### config.mk
export PLATFORM = sky130hd
export DESIGN_NAME = arbitro_round_robin
export DESIGN_NICKNAME = d
export VERILOG_FILES = /design/src/rtl/arbitro_round_robin.sv
export SDC_FILE = /design/constraint.sdc
export NUM_CORES = 1
export LEC_CHECK = 0
export ABC_AREA = 1
export CORE_MARGIN = 3
export CORE_UTILIZATION = 47
export CTS_CLUSTER_SIZE = 24
export DETAILED_ROUTE_END_ITERATION = 8
export PLACE_DENSITY = 0.74
export SLEW_MARGIN = 25
export SYNTH_ARGS = -nofsm -noshare
export SYNTH_HDL_FRONTEND = slang
export SYNTH_SLANG_ARGS = --single-unit
### constraint.sdc
create_clock -name Clock -period 1.4 [get_ports Clock]
set_input_delay 0.14 -clock Clock [delete_from_list [all_inputs] [get_ports Clock]]
set_output_delay 0.14 -clock Clock [all_outputs]
set_load 0.01 [all_outputs]
### src/rtl/arbitro_round_robin.sv
// arbitro_round_robin
//   Round-robin arbiter sharing one resource among N requesters, with a
//   bounded hold time so that no requester can starve the others.
//
// Ports
//   Clock       : single clock, rising edge
//   Reset       : synchronous, active-high
//   req         : request lines, bit i = requester i
//   grant       : registered grant, one-hot or zero
//   grant_id    : index of the current grant (held through idle/release)
//   busy        : high exactly when grant is non-zero
//   timeout     : one-cycle pulse when a grant is revoked at MAX_HOLD
//   o_dbg_state : current FSM state (OCIOSO=0, CONCEDIDO=1, LIBERA=2)
//
// Handshake: a requester owns the resource from the cycle its grant bit
// is high until it drops req (or is revoked at MAX_HOLD); a release is
// always followed by at least one cycle with grant == 0.
module arbitro_round_robin #(
    parameter  int N        = 4,
    parameter  int MAX_HOLD = 8,
    localparam int IDW      = $clog2(N),
    localparam int CW       = $clog2(MAX_HOLD + 1)
) (
    input  logic           Clock,
    input  logic           Reset,
    input  logic [N-1:0]   req,
    output logic [N-1:0]   grant,
    output logic [IDW-1:0] grant_id,
    output logic           busy,
    output logic           timeout,
    output logic [1:0]     o_dbg_state
);

    typedef enum logic [1:0] {
        OCIOSO    = 2'd0,
        CONCEDIDO = 2'd1,
        LIBERA    = 2'd2
    } state_t;

    state_t         r_state;
    logic [N-1:0]   r_grant;
    logic [IDW-1:0] r_grant_id;
    logic           r_busy;
    logic           r_timeout;
    logic [IDW-1:0] r_ptr;
    logic [CW-1:0]  r_cnt;

    logic           w_found;
    logic [IDW-1:0] w_idx;
    logic [N-1:0]   w_onehot;
    logic [IDW-1:0] w_next_ptr;

    // Scan req from r_ptr upward, wrapping at N-1; first set bit wins.
    always_comb begin
        w_found = 1'b0;
        w_idx   = '0;
        for (int k = 0; k < N; k++) begin
            int j;
            j = int'(r_ptr) + k;
            if (j >= N) j = j - N;
            if (!w_found && req[j]) begin
                w_found = 1'b1;
                w_idx   = IDW'(j);
            end
        end
        w_onehot = {{(N-1){1'b0}}, 1'b1} << w_idx;
    end

    // Priority moves to the requester just after the one released.
    assign w_next_ptr = (r_grant_id == IDW'(N - 1)) ? '0 : r_grant_id + IDW'(1);

    always_ff @(posedge Clock) begin
        if (Reset) begin
            r_state    <= OCIOSO;
            r_grant    <= '0;
            r_grant_id <= '0;
            r_busy     <= 1'b0;
            r_timeout  <= 1'b0;
            r_ptr      <= '0;
            r_cnt      <= '0;
        end else begin
            r_timeout <= 1'b0;
            case (r_state)
                OCIOSO, LIBERA: begin
                    if (w_found) begin
                        r_state    <= CONCEDIDO;
                        r_grant    <= w_onehot;
                        r_grant_id <= w_idx;
                        r_busy     <= 1'b1;
                        r_cnt      <= CW'(1);
                    end else begin
                        r_state <= OCIOSO;
                    end
                end
                CONCEDIDO: begin
                    // A voluntary drop takes precedence over the hold limit,
                    // so a drop on the last allowed cycle is not a timeout.
                    if (!req[r_grant_id]) begin
                        r_state <= LIBERA;
                        r_grant <= '0;
                        r_busy  <= 1'b0;
                        r_ptr   <= w_next_ptr;
                    end else if (r_cnt == CW'(MAX_HOLD)) begin
                        r_state   <= LIBERA;
                        r_grant   <= '0;
                        r_busy    <= 1'b0;
                        r_ptr     <= w_next_ptr;
                        r_timeout <= 1'b1;
                    end else begin
                        r_cnt <= r_cnt + CW'(1);
                    end
                end
                default: begin
                    r_state <= OCIOSO;
                    r_grant <= '0;
                    r_busy  <= 1'b0;
                end
            endcase
        end
    end

    assign grant       = r_grant;
    assign grant_id    = r_grant_id;
    assign busy        = r_busy;
    assign timeout     = r_timeout;
    assign o_dbg_state = r_state;

endmodule

Word-level counts from Yosys, hierarchy flattened

Cells that the tools add are included.

Bits of input ports: 6
Flip-flop bits (word level): 16

Muxes and demuxes: 46
Eq/ne operators: 9
Reductions and logical operators: 14
Magnitude comparators: 9
Shifts and indexed selects: 1
Add/subtract/negate cells: 9
Bitwise gates (word level): 2

Operators with widths:

| operator            | number |
|---|---|
| $lt 32x4->1 const B | 4 |
| $mux 32             | 4 |
| $mux 4              | 6 |
| $mux 1              | 18 |
| $mux 2              | 9 |
| $pmux 4 s2          | 2 |
| $sub 3x3->4 const B | 3 |
| $bmux 1 s2          | 5 |
| $ge 3x3->1 const B  | 3 |
| $add 2x2->3 const B | 2 |
| $ne 2x2->1 const B  | 3 |
| $reduce_and 2->1    | 3 |
| $add 4x1->4 const B | 1 |
| $eq 2x2->1 const B  | 2 |
| $eq 4x4->1 const B  | 1 |
| $pmux 2 s2          | 1 |
| $reduce_and 4->1    | 1 |
| $shl 1x2->4 const A | 1 |
| $sub 2x3->4 const B | 1 |
| $add 2x1->3 const B | 1 |
| $ge 2x3->1 const B  | 1 |
| $logic_and 1x1->1   | 3 |
| $logic_not 1->1     | 3 |
| $lt 2x3->1 const B  | 1 |
| other kinds (10)    | 11 |

Depth between registers and ports, before layout

Gate-level depths: netlist of run 1.

Depth in word-level cells: 18
Gate-level depth with buffers: 13
Gate-level depth less buffers: 12

Worst setup path after synthesis of run 1

OpenSTA, ideal clock, no wires.

Kind: reg2reg
Start: reg r_ptr[0]
End: reg r_cnt[3]
Data arrival time: 1.284 ns
Clock period less this slack: 1.399 ns
Setup slack: 0.001 ns
Required time: 1.285 ns
Cell stages (with the launch flop): 11
Library setup time: 0.115 ns
Cell sequence: dfxtp_1 buf_4 nand2_2 nand3_1 nand2_2 nor2_4 nand3_2 nand2_4 nand2_4 a21oi_1 nor2_1

Word-level cells in the longest chain between the ends: 17
Elaborated cells on any way between the ends: 39
Those cells by class: 7 x add/sub; 4 x order compare; 1 x eq/ne; 20 x mux; 7 x reduce/logical

Ends and longest elaborated chain:

| item                                                                 | RTL line | RTL |
|---|---|---|
| from (decl)                                                          | 45       | `logic [IDW-1:0] r_ptr;` |
| from (signal assigned)                                               | 102      | `r_ptr <= w_next_ptr;` |
| from (signal assigned)                                               | 107      | `r_ptr <= w_next_ptr;` |
| parallel branches: the longest is 14 deep, another holds $sub 3x3->4 | --       |  |
| $mux 1 (*)                                                           | 61       | `if (!w_found && req[j]) begin` |
| $ne 2x2->1 (no source line) (*)                                      | --       |  |
| $reduce_and 4->1 (no source line) (*)                                | --       |  |
| to (signal assigned)                                                 | 110      | `r_cnt <= r_cnt + CW'(1);` |
| to (decl)                                                            | 46       | `logic [CW-1:0] r_cnt;` |

Every way passes the cells marked *. The select of a mux whose other input is x is not followed.
A chain may end at the register's enable or synchronous reset.

Final worst setup path of run 1

Start: reg r_ptr[0]
End: reg r_grant[1] (netlist: grant[1])

Word-level cells in the longest chain between the ends: 18
Elaborated cells on any way between the ends: 46
Those cells by class: 7 x add/sub; 4 x order compare; 1 x eq/ne; 1 x shift; 26 x mux; 7 x reduce/logical

Ends and longest elaborated chain:

| item                                                                 | RTL line | RTL |
|---|---|---|
| parallel branches: the longest is 18 deep, another holds $sub 3x3->4 | --       |  |
| to (signal assigned)                                                 | 87       | `r_grant <= w_onehot;` |
| to (decl)                                                            | 41       | `logic [N-1:0] r_grant;` |

Parallel ways; which one is timed is not known. The select of a mux whose other input is x is not followed.

==> results.sh, run 1 <==
export IMPL_status="finished with violations"
export IMPL_violations="setup timing"
export IMPL_cts_root_buf="clkbuf_4"
export IMPL_period_needed_ns=1.69
export IMPL_clkSinkCount=16
export IMPL_grt_pass1_vias=1058
export IMPL_drtIter0Drc=51
export IMPL_core_sq_um=2020
export IMPL_yosysWarnings=0
export IMPL_finalNetCount=215
export IMPL_wl_per_cell_um=16.3
export IMPL_critical_path_cell_chain="buf_6 > nand2_4 > nand2_1 > nand2_1 > nand2_2 > nand3_2 > nand2_4 > nor2_4 > buf_6 > nand2_1 > a21oi_1"
export IMPL_slowest_delay_ns=0.38
export IMPL_fin_worst_skew_ns=0.00236
export IMPL_syn_area_sq_um=1030
export IMPL_grt_max_degree=11
export IMPL_hold_buffers=0
export IMPL_hold_slack_ns=0.472
export IMPL_antenna_cells=0
export IMPL_worst_slack_ns=-0.289
export IMPL_cts_tree="built"
export IMPL_cp_max_fo=7
export IMPL_syn_nets=169
export IMPL_ant_nets=0
export IMPL_clk_pin_slew_ns=0.10
export IMPL_io_pins=16
export IMPL_slew_viol_final=0
export IMPL_final_cells=232
export IMPL_avgViaCountPerCell=5.51
export IMPL_final_cell_mix="28 x nand2_1, 26 x buf_4, 19 x nand2_2"
export IMPL_cp_slowest_cell="dfxtp_4"
export IMPL_postLayoutCellArea_sq_um=1670
export IMPL_powerDensity_nw_per_um2=2410
export IMPL_worstSkewPairLatency_ns=0.29
export IMPL_dieWidth_um=52.9
export IMPL_syn2layout_area_growth_pct=61.3
export IMPL_final_common_cell="nand2_1"
export IMPL_placed_cells=217
export IMPL_die_h_um=52.9
export IMPL_grt_pass1_wl_mm=4.62
export IMPL_crit_arrival_ns=1.91
export IMPL_p_leak_uw=0.000825
export IMPL_grt_use_total_pct=22.6
export IMPL_end_kind="flop"
export IMPL_ir_drop_mv=1.56
export IMPL_start_util_pct=51.1
export IMPL_portBuffers=15
export IMPL_syn_inst=160
export IMPL_min_period_over_period_pct=121
export IMPL_maxCapViolCount=0
export IMPL_grt_ovfl_total=0
export IMPL_ys_seq_elements=16
export IMPL_gp_congestion=0.864
export IMPL_post_synth_num_cell_types=23
export IMPL_crit_type="reg -> reg"
export IMPL_drive_gt1_share_pct=46.8
export IMPL_worst_pin_slew_ns=0.257
export IMPL_maxSlewHeadroom_pct=82.8
export IMPL_yosysSeqAreaShare_pct=31.0
export IMPL_postLayoutCoreUtil_pct=82.4
export IMPL_clockBufferDepth=2
export IMPL_cp_required_ns=1.62
export IMPL_hold_class="reg -> reg"
export IMPL_path_buf_inv=2
export IMPL_crit_family="simple AND/OR/NAND/NOR gates"
export IMPL_dieArea_sq_um=2790
export IMPL_setup_violations=12
export IMPL_finalPower_uw=4010
export IMPL_synth_avg_cell_area_sq_um=6.45
export IMPL_rsz0062_at_grt="true"
export IMPL_firstDrtPassIters=4
export IMPL_grt_antenna_before_repair=0
export IMPL_wl_mm=3.78
export IMPL_numCtsBuffers=3
export IMPL_max_freq_mhz=592
export IMPL_drc_errors=0
export IMPL_placed_cell_area_sq_um=1330
export IMPL_startpoint_type="flop"
export IMPL_cts_htree_levels=1
export IMPL_num_vias=1278
export IMPL_crit_top_cell="nand2_1"
export IMPL_dpl_hpwl_mm=1.94
export IMPL_final_hold_violation_count=0
export IMPL_num_rows=16
-- logic make-up after synthesis --
| kind of cell | count (synthesis) | share of synthesized area, % |
|---|---|---|
| AO/OA/AOI/OAI | 20 | 10.2 |
| adder cells (fa/ha/maj) | 3 | 3.64 |
| buffers and inverters | 22 | 9.33 |
| flip-flops | 16 | 31.0 |
| AND/OR/NAND/NOR | 99 | 45.8 |
-- area by class of cell --
class	count	area [sq um]
clock buffers	4	36.3
fillers	122	357
inverters	19	78.8
multi-input cells	122	801
repair buffers	44	384
flip-flops and latches	16	332
well taps	27	33.8
-- state kept, by name, summed over array words and instances, names as in the netlist --
signal and cells:
r_ptr 2, r_cnt 4, timeout 1, grant_id 2
o_dbg_state 2, grant 4, busy 1
-- layer usage --
metal	part of all wire [%]	routed length [um]	track usage [%]	vias to the layer above
met5	0	0	0	-
met1	40	1520	28.4	596
met2	50	1870	38.4	64
met3	6.2	235	3.66	18
met4	4.0	153	8.51	0
li1	-	-	-	600
-- worst paths after layout --
kind | slack [ns] | cells after the start | end | from
min | 0.47 | 2 | grant[2]$_SDFFE_PP0P_ | grant[2]$_SDFFE_PP0P_
min reg2reg | 0.47 | 2 | grant[2]$_SDFFE_PP0P_ | grant[2]$_SDFFE_PP0P_
max reg2reg | -0.29 | 11 | grant[1]$_SDFFE_PP0P_ | r_ptr[0]$_SDFFE_PP0P_
max | -0.29 | 11 | grant[1]$_SDFFE_PP0P_ | r_ptr[0]$_SDFFE_PP0P_
-- tightest hold or removal path, delay by kind of cell (launching register included) --
| kind | cells | cell delay (ns) |
|---|---|---|
| AO/OA/AOI/OAI | 1 | 0.05 |
| flip-flops | 1 | 0.32 |
| AND/OR/NAND/NOR | 1 | 0.06 |
-- stage by stage --
| stage | setup TNS [ns] | setup WS (ns) |
|---|---|---|
| final | -2.49 | -0.289 |
| after detailed placement | -4.68 | -0.353 |
| after CTS | -0.517 | -0.101 |
| after global routing | -3.13 | -0.353 |
| after floorplan | 0 | 0.00139 |
| after global placement | -4.26 | -0.339 |
-- power by group --
part / switching [uW] / leakage, uW / internal, uW
Sequential: 135 / 0.000134 / 626
Clock: 152 / 0.0000210 / 158
Combinational: 1650 / 0.000670 / 1280
Total: 1940 / 0.000825 / 2070
-- cells in the mapped netlist --
master    instances  area share [%]
nor2_1           11             4.0
clkbuf_1          1            0.36
nand4_1           2             1.2
nand2_1          51              19
a21oi_1          13             6.3
o21ai_0           4             1.9
a21boi_1          1            0.73
nor3_1            2            0.97
buf_4             1            0.73
buf_6             1             1.1
dfxtp_1          16              31
nand2_2           6             3.6
inv_1            16             5.8
inv_4             1            0.61
nand3_2           1            0.97
nand3_1          18             8.7
nor2_2            2             1.2
a22oi_1           1            0.73
inv_2             2            0.73
nand2_4           3             3.3
o21ai_1           1            0.48
ha_1              3             3.6
nor2_4            3             3.3
-- what timing repair did --
action                     in CTS  in global routing
hold endpoints to repair        0                  0
resized for setup              31                 42
setup buffers                   4                  7
cloned                          0                  0
setup endpoints to repair      16                 15
pin swaps                       6                 19
Power figures use the tool's default switching activity.
==> run 2, diff against run 1 <==
--- a/config.mk
+++ b/config.mk
@@ -15,3 +15,4 @@
 export SYNTH_ARGS = -nofsm -noshare
 export SYNTH_HDL_FRONTEND = slang
 export SYNTH_SLANG_ARGS = --single-unit
+export TNS_END_PERCENT = 1
==> results.sh, run 2 (synthesis results as in run 1) <==
export IMPL_antenna_cells=0
export IMPL_grt_ovfl_total=0
export IMPL_portBuffers=15
export IMPL_cp_slowest_cell="dfxtp_4"
export IMPL_finalNetCount=206
export IMPL_finalPower_uw=3350
export IMPL_period_needed_ns=1.51
export IMPL_place_ws_ns=-0.353
export IMPL_postLayoutCoreUtil_pct=73.5
export IMPL_grt_max_degree=11
export IMPL_dieWidth_um=52.9
export IMPL_violations="setup timing"
export IMPL_setup_violations=12
export IMPL_wl_per_cell_um=11.9
export IMPL_worst_pin_slew_ns=0.259
export IMPL_maxSlewHeadroom_pct=82.7
export IMPL_crit_arrival_ns=1.74
export IMPL_dpl_hpwl_mm=1.94
export IMPL_io_pins=16
export IMPL_powerDensity_nw_per_um2=2250
export IMPL_die_h_um=52.9
export IMPL_grt_use_total_pct=20.4
export IMPL_num_rows=16
export IMPL_hold_class="reg -> reg"
export IMPL_maxCapViolCount=0
export IMPL_slew_viol_final=0
export IMPL_critical_path_cell_chain="buf_6 > nand2_1 > nand2_2 > nand2_1 > nand2_2 > nor2_4 > nand3_2 > nand2_4 > inv_4 > nor2_4 > nand2_1 > nor2_1"
export IMPL_gp_congestion=0.864
export IMPL_drive_gt1_share_pct=32.1
export IMPL_final_common_cell="nand2_1"
export IMPL_dieArea_sq_um=2790
export IMPL_ant_nets=0
export IMPL_crit_type="reg -> reg"
export IMPL_status="finished with violations"
export IMPL_drtIter0Drc=30
export IMPL_cp_required_ns=1.62
export IMPL_ir_drop_mv=1.42
export IMPL_worst_slack_ns=-0.113
export IMPL_core_sq_um=2020
export IMPL_crit_top_cell="nand2_1"
export IMPL_p_leak_uw=0.000754
export IMPL_cp_max_fo=7
export IMPL_final_hold_violation_count=0
export IMPL_cts_htree_levels=1
export IMPL_hold_buffers=0
export IMPL_final_cell_mix="43 x nand2_1, 18 x buf_4, 15 x inv_1, 15 x nand3_1, 12 x a21oi_1"
export IMPL_drc_errors=0
export IMPL_rsz0062_at_grt="true"
export IMPL_cts_root_buf="clkbuf_4"
export IMPL_end_kind="flop"
export IMPL_slowest_delay_ns=0.37
export IMPL_syn2layout_area_growth_pct=43.9
export IMPL_num_vias=1160
export IMPL_cts_tree="built"
export IMPL_clkSinkCount=16
export IMPL_numCtsBuffers=3
export IMPL_start_util_pct=51.1
export IMPL_grt_pass1_wl_mm=4.23
export IMPL_clockBufferDepth=2
export IMPL_clk_pin_slew_ns=0.09
export IMPL_startpoint_type="flop"
export IMPL_grt_pass1_vias=998
export IMPL_min_period_over_period_pct=108
export IMPL_hold_depth=2
export IMPL_avgViaCountPerCell=5.20
export IMPL_fin_worst_skew_ns=0.000559
export IMPL_firstDrtPassIters=4
export IMPL_max_freq_mhz=661
export IMPL_ff2ff_path_depth=12
export IMPL_wl_mm=2.66
export IMPL_worstSkewPairLatency_ns=0.28
export IMPL_grt_antenna_before_repair=0
## run 2: critical path, delay by kind of cell (launching register included)
| kind | cells | cell delay (ns) |
|---|---|---|
| flip-flops | 1 | 0.37 |
| AND/OR/NAND/NOR | 10 | 0.89 |
| buffers and inverters | 2 | 0.19 |
## run 2: cell type report
type	instances	area, sq um
Tap cell	27	33.8
Inverter	19	76.3
Sequential cell	16	329
Fill cell	162	537
Timing Repair Buffer	35	314
Multi-Input combinational cell	122	696
Clock buffer	4	36.3
## run 2: metrics by stage
step | hold WS [ns] | std cells | setup TNS (ns) | area (sq um)
finish | 0.467 | 223 | -0.758 | 1490
global route | 0.492 | 223 | -1.94 | 1490
CTS | 0.469 | 222 | -0.591 | 1420
detailed placement | 0.455 | 217 | -4.68 | 1330
global placement | 0.453 | 217 | -4.26 | 1330
floorplan | 0.395 | 160 | 0 | 1030
## run 2: final timing paths
kind,from,endpoint,slack [ns]
max,r_ptr[0]$_SDFFE_PP0P_,r_cnt[3]$_SDFFE_PP0P_,-0.11
max reg2reg,r_ptr[0]$_SDFFE_PP0P_,r_cnt[3]$_SDFFE_PP0P_,-0.11
min,grant[0]$_SDFFE_PP0P_,grant[0]$_SDFFE_PP0P_,0.47
min reg2reg,grant[0]$_SDFFE_PP0P_,grant[0]$_SDFFE_PP0P_,0.47
## run 2: repair_timing
item                                    in CTS  in global routing
gates resized for setup                     16                 19
hold endpoints to repair                     0                  0
pin swaps                                    1                  6
endpoints found under the setup margin      16                 16
setup buffers                                1                  1
## run 2: where the power goes
part	internal (uW)	leakage (uW)	switching, uW
clock	158	0.0000210	141
combinational	1010	0.000599	1300
sequential	622	0.000133	114
## run 2: layer usage
layer / GRT usage (%) / vias to the layer above / wire length (um)
met5: 0 / - / 0
met4: 7.66 / 0 / 36
met3: 3.38 / 4 / 109
met2: 32.2 / 35 / 1310
met1: 27.5 / 532 / 1200
li1: - / 589 / -
==> run 3, diff against run 2 <==
--- a/config.mk
+++ b/config.mk
@@ -10,6 +10,7 @@
 export CORE_UTILIZATION = 47
 export CTS_CLUSTER_SIZE = 24
 export DETAILED_ROUTE_END_ITERATION = 8
+export GPL_TIMING_DRIVEN = 0
 export PLACE_DENSITY = 0.74
 export SLEW_MARGIN = 25
 export SYNTH_ARGS = -nofsm -noshare
==> results.sh, run 3 (synthesis results as in run 1) <==
export IMPL_status="finished with violations"
export IMPL_violations="setup timing"
export IMPL_cts_htree_levels=1
export IMPL_powerDensity_nw_per_um2=2230
export IMPL_portBuffers=14
export IMPL_setup_violations=13
export IMPL_finalSetupTns_ns=-0.799
export IMPL_final_cells=208
export IMPL_maxCapViolCount=0
export IMPL_start_util_pct=51.1
export IMPL_clkSinkCount=16
export IMPL_postLayoutCellArea_sq_um=1340
export IMPL_hold_buffers=0
export IMPL_period_needed_ns=1.51
export IMPL_firstDrtPassIters=4
export IMPL_gp_congestion=0.838
export IMPL_rsz0062_at_grt="true"
export IMPL_avgViaCountPerCell=5.12
export IMPL_routed_top_layer="met4"
export IMPL_p_leak_uw=0.000651
export IMPL_reg2reg_from="r_ptr[0]$_SDFFE_PP0P_"
export IMPL_syn2layout_area_growth_pct=30.1
export IMPL_dieWidth_um=52.9
export IMPL_min_period_over_period_pct=108
export IMPL_clk_pin_slew_ns=0.10
export IMPL_grt_pass1_wl_mm=4.13
export IMPL_fillers=179
export IMPL_wl_mm=2.40
export IMPL_final_common_cell="nand2_1"
export IMPL_crit_start="r_ptr[0]$_SDFFE_PP0P_"
export IMPL_core_sq_um=2020
export IMPL_hold_class="in -> reg"
export IMPL_slew_viol_final=0
export IMPL_cts_root_buf="clkbuf_4"
export IMPL_r2r_end="r_cnt[2]$_SDFFE_PP0P_"
export IMPL_worstSetupEndpoint="r_cnt[2]$_SDFFE_PP0P_"
export IMPL_drc_errors=0
export IMPL_grt_use_total_pct=19.8
export IMPL_placed_cell_area_sq_um=1210
export IMPL_grt_pass1_vias=1008
export IMPL_placed_cells=201
export IMPL_wl_met2_mm=1.18
export IMPL_final_hold_violation_count=0
export IMPL_ff2ff_path_depth=13
export IMPL_r2r_slack_ns=-0.11
export IMPL_numCtsBuffers=3
export IMPL_io_pins=16
export IMPL_worstSkewPairLatency_ns=0.29
export IMPL_end_kind="flop"
export IMPL_wl_met1_mm=1.11
export IMPL_num_vias=1064
export IMPL_drtIter0Drc=23
export IMPL_hold_depth=2
export IMPL_crit_type="reg -> reg"
export IMPL_grt_antenna_before_repair=0
export IMPL_worst_slack_ns=-0.105
export IMPL_finalPower_uw=2990
export IMPL_clockBufferDepth=2
export IMPL_dieArea_sq_um=2790
export IMPL_dpl_hpwl_mm=1.76
export IMPL_fin_worst_skew_ns=0.00436
export IMPL_crit_arrival_ns=1.74
export IMPL_grt_ovfl_total=0
export IMPL_cp_required_ns=1.63
export IMPL_cts_tree="built"
export IMPL_met3_length_um=72
export IMPL_maxSlewHeadroom_pct=71.0
export IMPL_worst_pin_slew_ns=0.436
export IMPL_die_h_um=52.9
export IMPL_place_ws_ns=-0.388
export IMPL_cp_max_fo=10
export IMPL_finalNetCount=191
export IMPL_drive_gt1_share_pct=27.1
export IMPL_wl_per_cell_um=11.5
export IMPL_ir_drop_mv=1.13
export IMPL_antenna_cells=0
export IMPL_grt_max_degree=11
export IMPL_final_cell_mix="40 x nand2_1, 17 x nand2_2, 16 x inv_1, 16 x nand3_1, 12 x clkdlybuf4s50_1"
export IMPL_num_rows=16
export IMPL_max_freq_mhz=664
export IMPL_ant_nets=0
export IMPL_startpoint_type="flop"
-- run 3: cell count changes in the layout (fill, tap and decap cells not counted), sizes merged --
cell | before | now
buf | 20 | 5
dlymetal6s2s | 3 | 2
clkdlybuf4s50 | 11 | 12
clkbuf | 4 | 5
dlygate4sd2 | 1 | 0
-- run 3: worst min-delay path by stage --
| stage | from | end | slack [ns] |
|---|---|---|---|
| 3_3_place_gp | grant[1]$_SDFFE_PP0P_ | grant[1]$_SDFFE_PP0P_ | 0.45 |
| 4_1_cts | Reset | grant_id[0]$_SDFFE_PP0P_ | 0.21 |
| 3_5_place_dp | grant[0]$_SDFFE_PP0P_ | grant[0]$_SDFFE_PP0P_ | 0.46 |
| 6_report | Reset | grant_id[0]$_SDFFE_PP0P_ | 0.22 |
| 2_1_floorplan | req[3] | timeout$_SDFF_PP0_ | 0.40 |
| 5_1_grt | Reset | busy$_SDFFE_PP0P_ | 0.26 |
-- run 3: area by class of cell --
type / instances / area [sq um] / share of cell area, %
Tap cell: 27 / 33.8 / 2.52
Inverter: 19 / 76.3 / 5.68
Timing Repair Buffer: 17 / 168 / 12.5
Sequential cell: 16 / 333 / 24.8
Multi-Input combinational cell: 122 / 669 / 49.9
Clock buffer: 4 / 36.3 / 2.70
Buffer: 3 / 26.3 / 1.96
-- run 3: through the flow --
step,hold slack [ns],utilization [%]
after floorplan,0.395,-
after global placement,0.452,59.7
after detailed placement,0.461,59.7
after CTS,0.209,65.2
after global routing,0.256,66.4
final,0.217,66.4
-- run 3: timing repair --
item / CTS / global route
gates resized for setup: 22 / 7
endpoints found under the setup margin: 16 / 16
cloned: 0 / 0
pin swaps: 2 / 2
buffers inserted: 2 / 1
hold endpoints to repair: 0 / 0
-- run 3: report_power, final --
part           internal (uW)  switching (uW)
logic                    759            1140
registers                632             150
clock network            159             158
total                   1550            1440
-- run 3: metal layers --
metal / vias up / track usage [%]
met5: - / 0
met4: 0 / 7.66
met3: 5 / 2.82
met2: 23 / 33.9
met1: 479 / 25.0
li1: 557 / -
-- run 3: worst max-delay path, stage by stage, from the launching register on --
cell	delay, ns
dfxtp_2	0.35
inv_2	0.04
buf_6	0.13
nand2_1	0.05
nand2_1	0.07
nand2_2	0.08
nand2_2	0.06
nor2_4	0.10
nand3_2	0.09
nand2_4	0.14
nand2_4	0.10
nand3_1	0.08
nand2_1	0.05
nor2_1	0.10
==> variant 1, RTL diff (settings of run 1) <==
Register the output `o_dbg_state` once more, with the module's reset; this adds one clock of latency there. The other outputs are not delayed to match.
--- a/src/rtl/arbitro_round_robin.sv
+++ b/src/rtl/arbitro_round_robin.sv
@@ -125,3 +125,9 @@
     assign timeout     = r_timeout;
-    assign o_dbg_state = r_state;
+    always_ff @(posedge Clock) begin
+        if (Reset) begin
+            o_dbg_state <= '0;
+        end else begin
+            o_dbg_state <= r_state;
+        end
+    end
 
Behaviour: not the same (a bounded check fails within 4 cycles, from zero or initial values and one cycle with Reset high).
==> variant 1 against run 1 <==
  * The flow still finishes with violations (negative setup slack)
  * Synthesized area up 11%
  * Routed wire length down 17%
  * Utilization down 4.5 points
  * Sequential power up 5.0%
  * Die area up 9.5%
  * Setup slack better by 0.12 ns
  * Sequential cell count up 2
  * Total power down 4.4%
  * Cell area up 5.4%
  * Critical path type unchanged
==> variant 1: results (changes against run 1) <==
[outcome] result of the run complete, but fails checks
[outcome] failing checks negative setup slack
[synthesis] predominant post-synthesis flop cell sky130_fd_sc_hd__dfxtp_1
[clocking] CTS Buf Count 3 [unchanged]
[synthesis] count of different cell masters after synthesis 26 [+13%]
[drt] detailed router's first-iteration violation count 38 [-25%]
[synthesis] Commonest cells post-synth sky130_fd_sc_hd__nand2_1 (40), sky130_fd_sc_hd__dfxtp_1 (18), sky130_fd_sc_hd__nand3_1 (17), sky130_fd_sc_hd__inv_1 (16), sky130_fd_sc_hd__a21oi_1 (15)
[drt] routed wl met3 125 um [-47%]
[grt] via count of the first global-routing pass 1249 [+18%]
[critical_path] Crit path largest cell delay 0.41 ns [+0.03 ns]
[sta] Finish-stage setup viols 13 [+1]
[synthesis] sequential element share of the synthesized area 31.5% [+0.48 points]
[min_path] class of the most critical hold timing path register to register
[clocking] number of buffers on the longest clock path 2 [unchanged]
[drt] met2 routed WL 1580 um [-16%]
[min_path] endpoint of the worst hold path o_dbg_state[1]
[grt] routing usage on met2 37.0% [-1.4 points]
[power] leakage 0.834 nW [+1.1%]
[drt] routed len/inst 13.2 um [-19%]
[place] number of input and output port buffers inserted 15 [unchanged]
[critical_path] kind of cell with the highest combined delay on the critical path simple AND/OR/NAND/NOR gates
[final_layout] # nets final 220 [+2.3%]
[sta] max-slew violation count 0 [unchanged]
[synthesis] Synth area leaders sky130_fd_sc_hd__dfxtp_1 (32%), sky130_fd_sc_hd__nand2_1 (13%), sky130_fd_sc_hd__nand3_1 (7.4%)
[drt] met1 wire length 1390 um [-8.2%]
[critical_path] beginning of the critical path r_ptr[1]
[grt] met1 Usage GRT 25.7% [-2.7 points]
[sta] clk_skew 0.00421 ns [+0.00185 ns]
[sta] worst hold margin 0.427 ns [-0.0450 ns]
[critical_path] worst endpoint data arrival time 1.77 ns [-0.14 ns]
[grt] global-route wire length before repair 5400 um [+17%]
[final_layout] proportion of layout cells with a drive suffix above 1 41.9% [-4.9 points]
[min_path] hold wc startpoint r_state[1]
[sta] worst relative slew slack 78.6% [-4.2 points]
[place] Detailed Place HPWL 2080 um [+7.7%]
[clocking] Root Buffer sky130_fd_sc_hd__clkbuf_4
[grt] met3 routing resource usage after global routing 5.84% [+2.2 points]
[grt] number of antenna violations at the first check in global routing 0 [unchanged]
[clocking] H-tree levels 1 [unchanged]
[critical_path] worst reg-to-reg path cell count 11 [unchanged]
[power] worst vdd rail ir drop 1.51 mV [-3.4%]
[drt] routed vias 1254 [-1.9%]
[clocking] clock-pin slew on the worst setup and hold paths 0.11 ns
[grt] total routing resource utilization after global routing 21.5% [-1.1 points]
[critical_path] Critical Path End Type register
[place] routability-driven placement congestion ratio 0.892 [+3.3%]
[sta] post-layout worst setup margin -0.170 ns [+0.119 ns]
[critical_path] end of the worst register-to-register path r_cnt[2]
[synthesis] Post-Synthesis Net Count 172 [+1.8%]
[synthesis] flip-flop and latch count after synthesis 18 [+2]
[clocking] insertion delay to the later sink of the worst-skew pair 0.30 ns
[sta] final total negative setup slack -1.55 ns [+0.941 ns]
-- variant 1: changes by cell type in the layout (fill, tap and decap cells not counted), sizes merged, moves of 2 or more --
cell,before,now
dlymetal6s2s,3,1
a21oi,13,15
nor2,16,13
o21ai,5,7
dfxtp,16,18
nand3b,0,2
inv,19,21
nand2,60,55
-- variant 1: cell type report --
type | count | area, um2
fill | 159 | 499
multi-input combinational | 122 | 831
timing repair buffer | 45 | 389
tap | 28 | 35.0
sequential | 18 | 370
inverter | 21 | 93.8
clock buffer | 4 | 36.3
-- variant 1: repair_timing --
action | in CTS | in global routing
buffers inserted | 7 | 2
resized for setup | 46 | 8
endpoints found under the setup margin | 16 | 14
pin swaps | 18 | 6
-- variant 1: per-stage QoR --
stage | instance area [um2] | cells | worst slack (ns) | power, mW
global route | 1760 | 238 | -0.286 | 4.13
floorplan | 1150 | 163 | 0.00234 | 2.11
global placement | 1480 | 225 | -0.347 | 2.78
CTS | 1710 | 236 | -0.165 | 3.67
finish | 1760 | 238 | -0.170 | 3.83
detailed placement | 1480 | 225 | -0.411 | 2.85
-- variant 1: worst register-to-register path, delay by kind of cell (launching register included) --
| kind | cells | cell delay [ns] |
|---|---|---|
| AO/OA/AOI/OAI | 1 | 0.13 |
| AND/OR/NAND/NOR | 9 | 0.88 |
| flip-flops | 1 | 0.41 |
| buffers and inverters | 1 | 0.06 |
-- variant 1: power breakdown --
part / switching (mW) / internal, mW
clock: 0.171 / 0.159
sequential: 0.131 / 0.668
combinational: 1.52 / 1.19
total: 1.82 / 2.01
-- variant 1: cells by family after synthesis --
group | after synthesis | share of synthesized area, %
flops | 18 | 31.5
compound gates | 25 | 12.8
simple gates | 94 | 44.0
buf+inv | 23 | 8.42
fa+ha+maj | 3 | 3.28
==> variant 2, RTL diff (flow settings as in run 1) <==
Made on the original files. Change the parameter `MAX_HOLD` from 8 to 4.
--- a/src/rtl/arbitro_round_robin.sv
+++ b/src/rtl/arbitro_round_robin.sv
@@ -19,3 +19,3 @@
     parameter  int N        = 4,
-    parameter  int MAX_HOLD = 8,
+    parameter  int MAX_HOLD = 4,
     localparam int IDW      = $clog2(N),
Formal check against the unedited RTL: not equivalent (Yosys sat finds a counterexample within 10 cycles, from zero or initial values and one cycle with Reset high).
==> variant 2 against run 1 <==
  * The flow still finishes with violations (negative setup slack)
  * Utilization is 2.6 points lower
  * Total power is 12% lower
  * Critical path depth rose by 1
  * Count of clock-buffer cells in the layout shrank 1
  * Cell area fell by 5.0%
  * Routed wire length decreased by 22%
  * Sequential power down 3%
  * Clock power decreased by 18%
  * Final cell count fell by 4.7%
  * Setup slack gained 0.11 ns
  * Synthesized area is 3.5% lower
  * Die area down 3.1%
  * Sequential cell count down 1
  * Critical path type unchanged
  * Largest power group unchanged
  * Highest routed layer unchanged
==> variant 2: results (changes against run 1) <==
[critical_path] worst reg-to-reg path cell count 12 [+1]
[place] placed cell count 209 [-3.7%]
[drt] detailed router's first-iteration violation count 24 [-53%]
[critical_path] startpoint of the worst-slack reg-to-reg timing path r_ptr[1]
[place] number of input and output port buffers inserted 15 [unchanged]
[synthesis] area share of fa/ha/maj cells after synthesis 3.77% [+0.13 points]
[drt] routed vias 1127 [-12%]
[place] Detailed Place HPWL 1940 um [+0.49%]
[sta] worst relative slew slack 84.0% [+1.3 points]
[clocking] insertion delay to the later sink of the worst-skew pair 0.29 ns [about the same]
[final_layout] proportion of layout cells with a drive suffix above 1 42.8% [-4.0 points]
[synthesis] compound-cell area share of the yosys netlist 8.92% [-1.3 points]
[place] standard cell area after detailed placement 1290 um2 [-3.2%]
[final_layout] number of antenna cells inserted 0 [unchanged]
[synthesis] Post-Synthesis Net Count 163 [-3.6%]
[power] worst vdd rail ir drop 1.36 mV [-13%]
[drt] routed len/inst 13.3 um [-19%]
[power] leakage 0.752 nW [-8.9%]
[critical_path] Crit path largest cell delay 0.41 ns [+0.03 ns]
[min_path] endpoint of the worst hold path grant[0]
[outcome] failing checks negative setup slack
[grt] total routing resource utilization after global routing 23.1% [+0.44 points]
[synthesis] Commonest cells post-synth sky130_fd_sc_hd__nand2_1 (49), sky130_fd_sc_hd__inv_1 (18), sky130_fd_sc_hd__nand3_1 (18), sky130_fd_sc_hd__dfxtp_1 (15), sky130_fd_sc_hd__a21oi_1 (10)
[power] power share of the sequential group 20.9% [+1.9 points]
[sta] clk_skew 0.00718 ns [+0.00482 ns]
[final_layout] design area 1580 um2 [-5.0%]
[final_layout] fillers 140 [+15%]
[synthesis] fraction of synthesis flops using an asynchronous set or reset pin 0% [unchanged]
[min_path] hold wc startpoint grant[0]
[synthesis] Synth area leaders sky130_fd_sc_hd__dfxtp_1 (30%), sky130_fd_sc_hd__nand2_1 (18%), sky130_fd_sc_hd__nand3_1 (9.0%)
[critical_path] worst-path cell with the longest stage delay sky130_fd_sc_hd__dfxtp_2
[power] switch share 48.5% [+0.10 points]
[place] routability-driven placement congestion ratio 0.799 [-7.4%]
[outcome] result of the run complete, but fails checks
[drt] number of vias per cell after detailed routing 5.10 [-7.4%]
[final_layout] # nets final 204 [-5.1%]
[critical_path] worst endpoint data arrival time 1.81 ns [-0.10 ns]
[power] total clock network power 0.254 mW [-18%]
[synthesis] sequential element share of the synthesized area 30.2% [-0.88 points]
[synthesis] count of different cell masters after synthesis 24 [+4.3%]
[critical_path] critical path peak fanout 8 [+1]
[synthesis] Mapped Cells 154 [-3.8%]
[sta] post-layout worst setup margin -0.184 ns [+0.106 ns]
[sta] Finish-stage setup viols 11 [-1]
[critical_path] end of the worst register-to-register path grant_id[1]
[drt] number of search-and-repair iterations in the first detailed-routing pass 4 [unchanged]
[grt] number of antenna violations at the first check in global routing 0 [unchanged]
[grt] global-route wire length before repair 4670 um [+1.2%]
-- variant 2: changes by cell type after synthesis, moves of 2 or more --
cell	run 1	this run
sky130_fd_sc_hd__o21ai_0	4	2
sky130_fd_sc_hd__inv_1	16	18
sky130_fd_sc_hd__nand2_4	3	1
sky130_fd_sc_hd__nor2_1	11	9
sky130_fd_sc_hd__a21oi_1	13	10
sky130_fd_sc_hd__nand2_1	51	49
sky130_fd_sc_hd__nand2_2	6	9
-- variant 2: per-stage QoR --
step	hold slack (ns)	TNS [ns]	worst slack [ns]	total power, mW
2_1_floorplan	0.430	0	0.0151	1.92
3_3_place_gp	0.448	-2.93	-0.298	2.55
3_5_place_dp	0.456	-3.56	-0.378	2.60
4_1_cts	0.469	-1.04	-0.149	3.27
5_1_grt	0.482	-2.35	-0.288	3.79
6_report	0.468	-1.51	-0.184	3.54
-- variant 2: worst max path at each step --
stage,slack (ns),cells past startpoint,start,end
after detailed placement,-0.38,11,req[1],r_cnt[2]
after global routing,-0.29,12,r_ptr[1],r_cnt[2]
after global placement,-0.30,11,req[0],r_cnt[2]
after floorplan,0.02,11,r_ptr[0],r_cnt[2]
after CTS,-0.15,11,r_ptr[0],grant_id[1]
final,-0.18,12,r_ptr[1],grant_id[1]
-- variant 2: worst register-to-register path, cell delays in order (launching register included) --
cell	delay [ns]
sky130_fd_sc_hd__dfxtp_2	0.41
sky130_fd_sc_hd__inv_2	0.11
sky130_fd_sc_hd__nand2_2	0.11
sky130_fd_sc_hd__nand2_4	0.07
sky130_fd_sc_hd__nand2_2	0.09
sky130_fd_sc_hd__nand2_4	0.05
sky130_fd_sc_hd__nor2_4	0.11
sky130_fd_sc_hd__nand3_2	0.10
sky130_fd_sc_hd__nand2_4	0.16
sky130_fd_sc_hd__inv_4	0.07
sky130_fd_sc_hd__nor2_4	0.09
sky130_fd_sc_hd__inv_1	0.05
sky130_fd_sc_hd__o21ai_2	0.09
-- variant 2: what timing repair did --
item	4_1_cts	5_1_grt
pin swaps	3	11
resized for setup	35	20
setup endpoints to repair	12	14
buffers inserted	5	2
cloned	1	0
-- variant 2: logic make-up after synthesis --
logic type,count (synthesis)
fa+ha+maj,3
simple gates,96
flops,15
compound gates,16
buf+inv,24
-- variant 2: cell type report --
cell class | instances | share of cell area, %
clock inverter | 1 | 0.316
sequential | 15 | 19.5
inverter | 21 | 5.46
timing repair buffer | 39 | 22.9
clock buffer | 3 | 1.42
tap | 27 | 2.14
multi-input combinational | 115 | 48.3
-- variant 2: layer usage --
layer	routed length, um	global-route usage (%)	up-vias
li1	-	-	570
met1	1190	23.3	525
met2	1580	41.8	20
met3	66	4.58	12
met4	93	15.7	0
met5	0	0	-
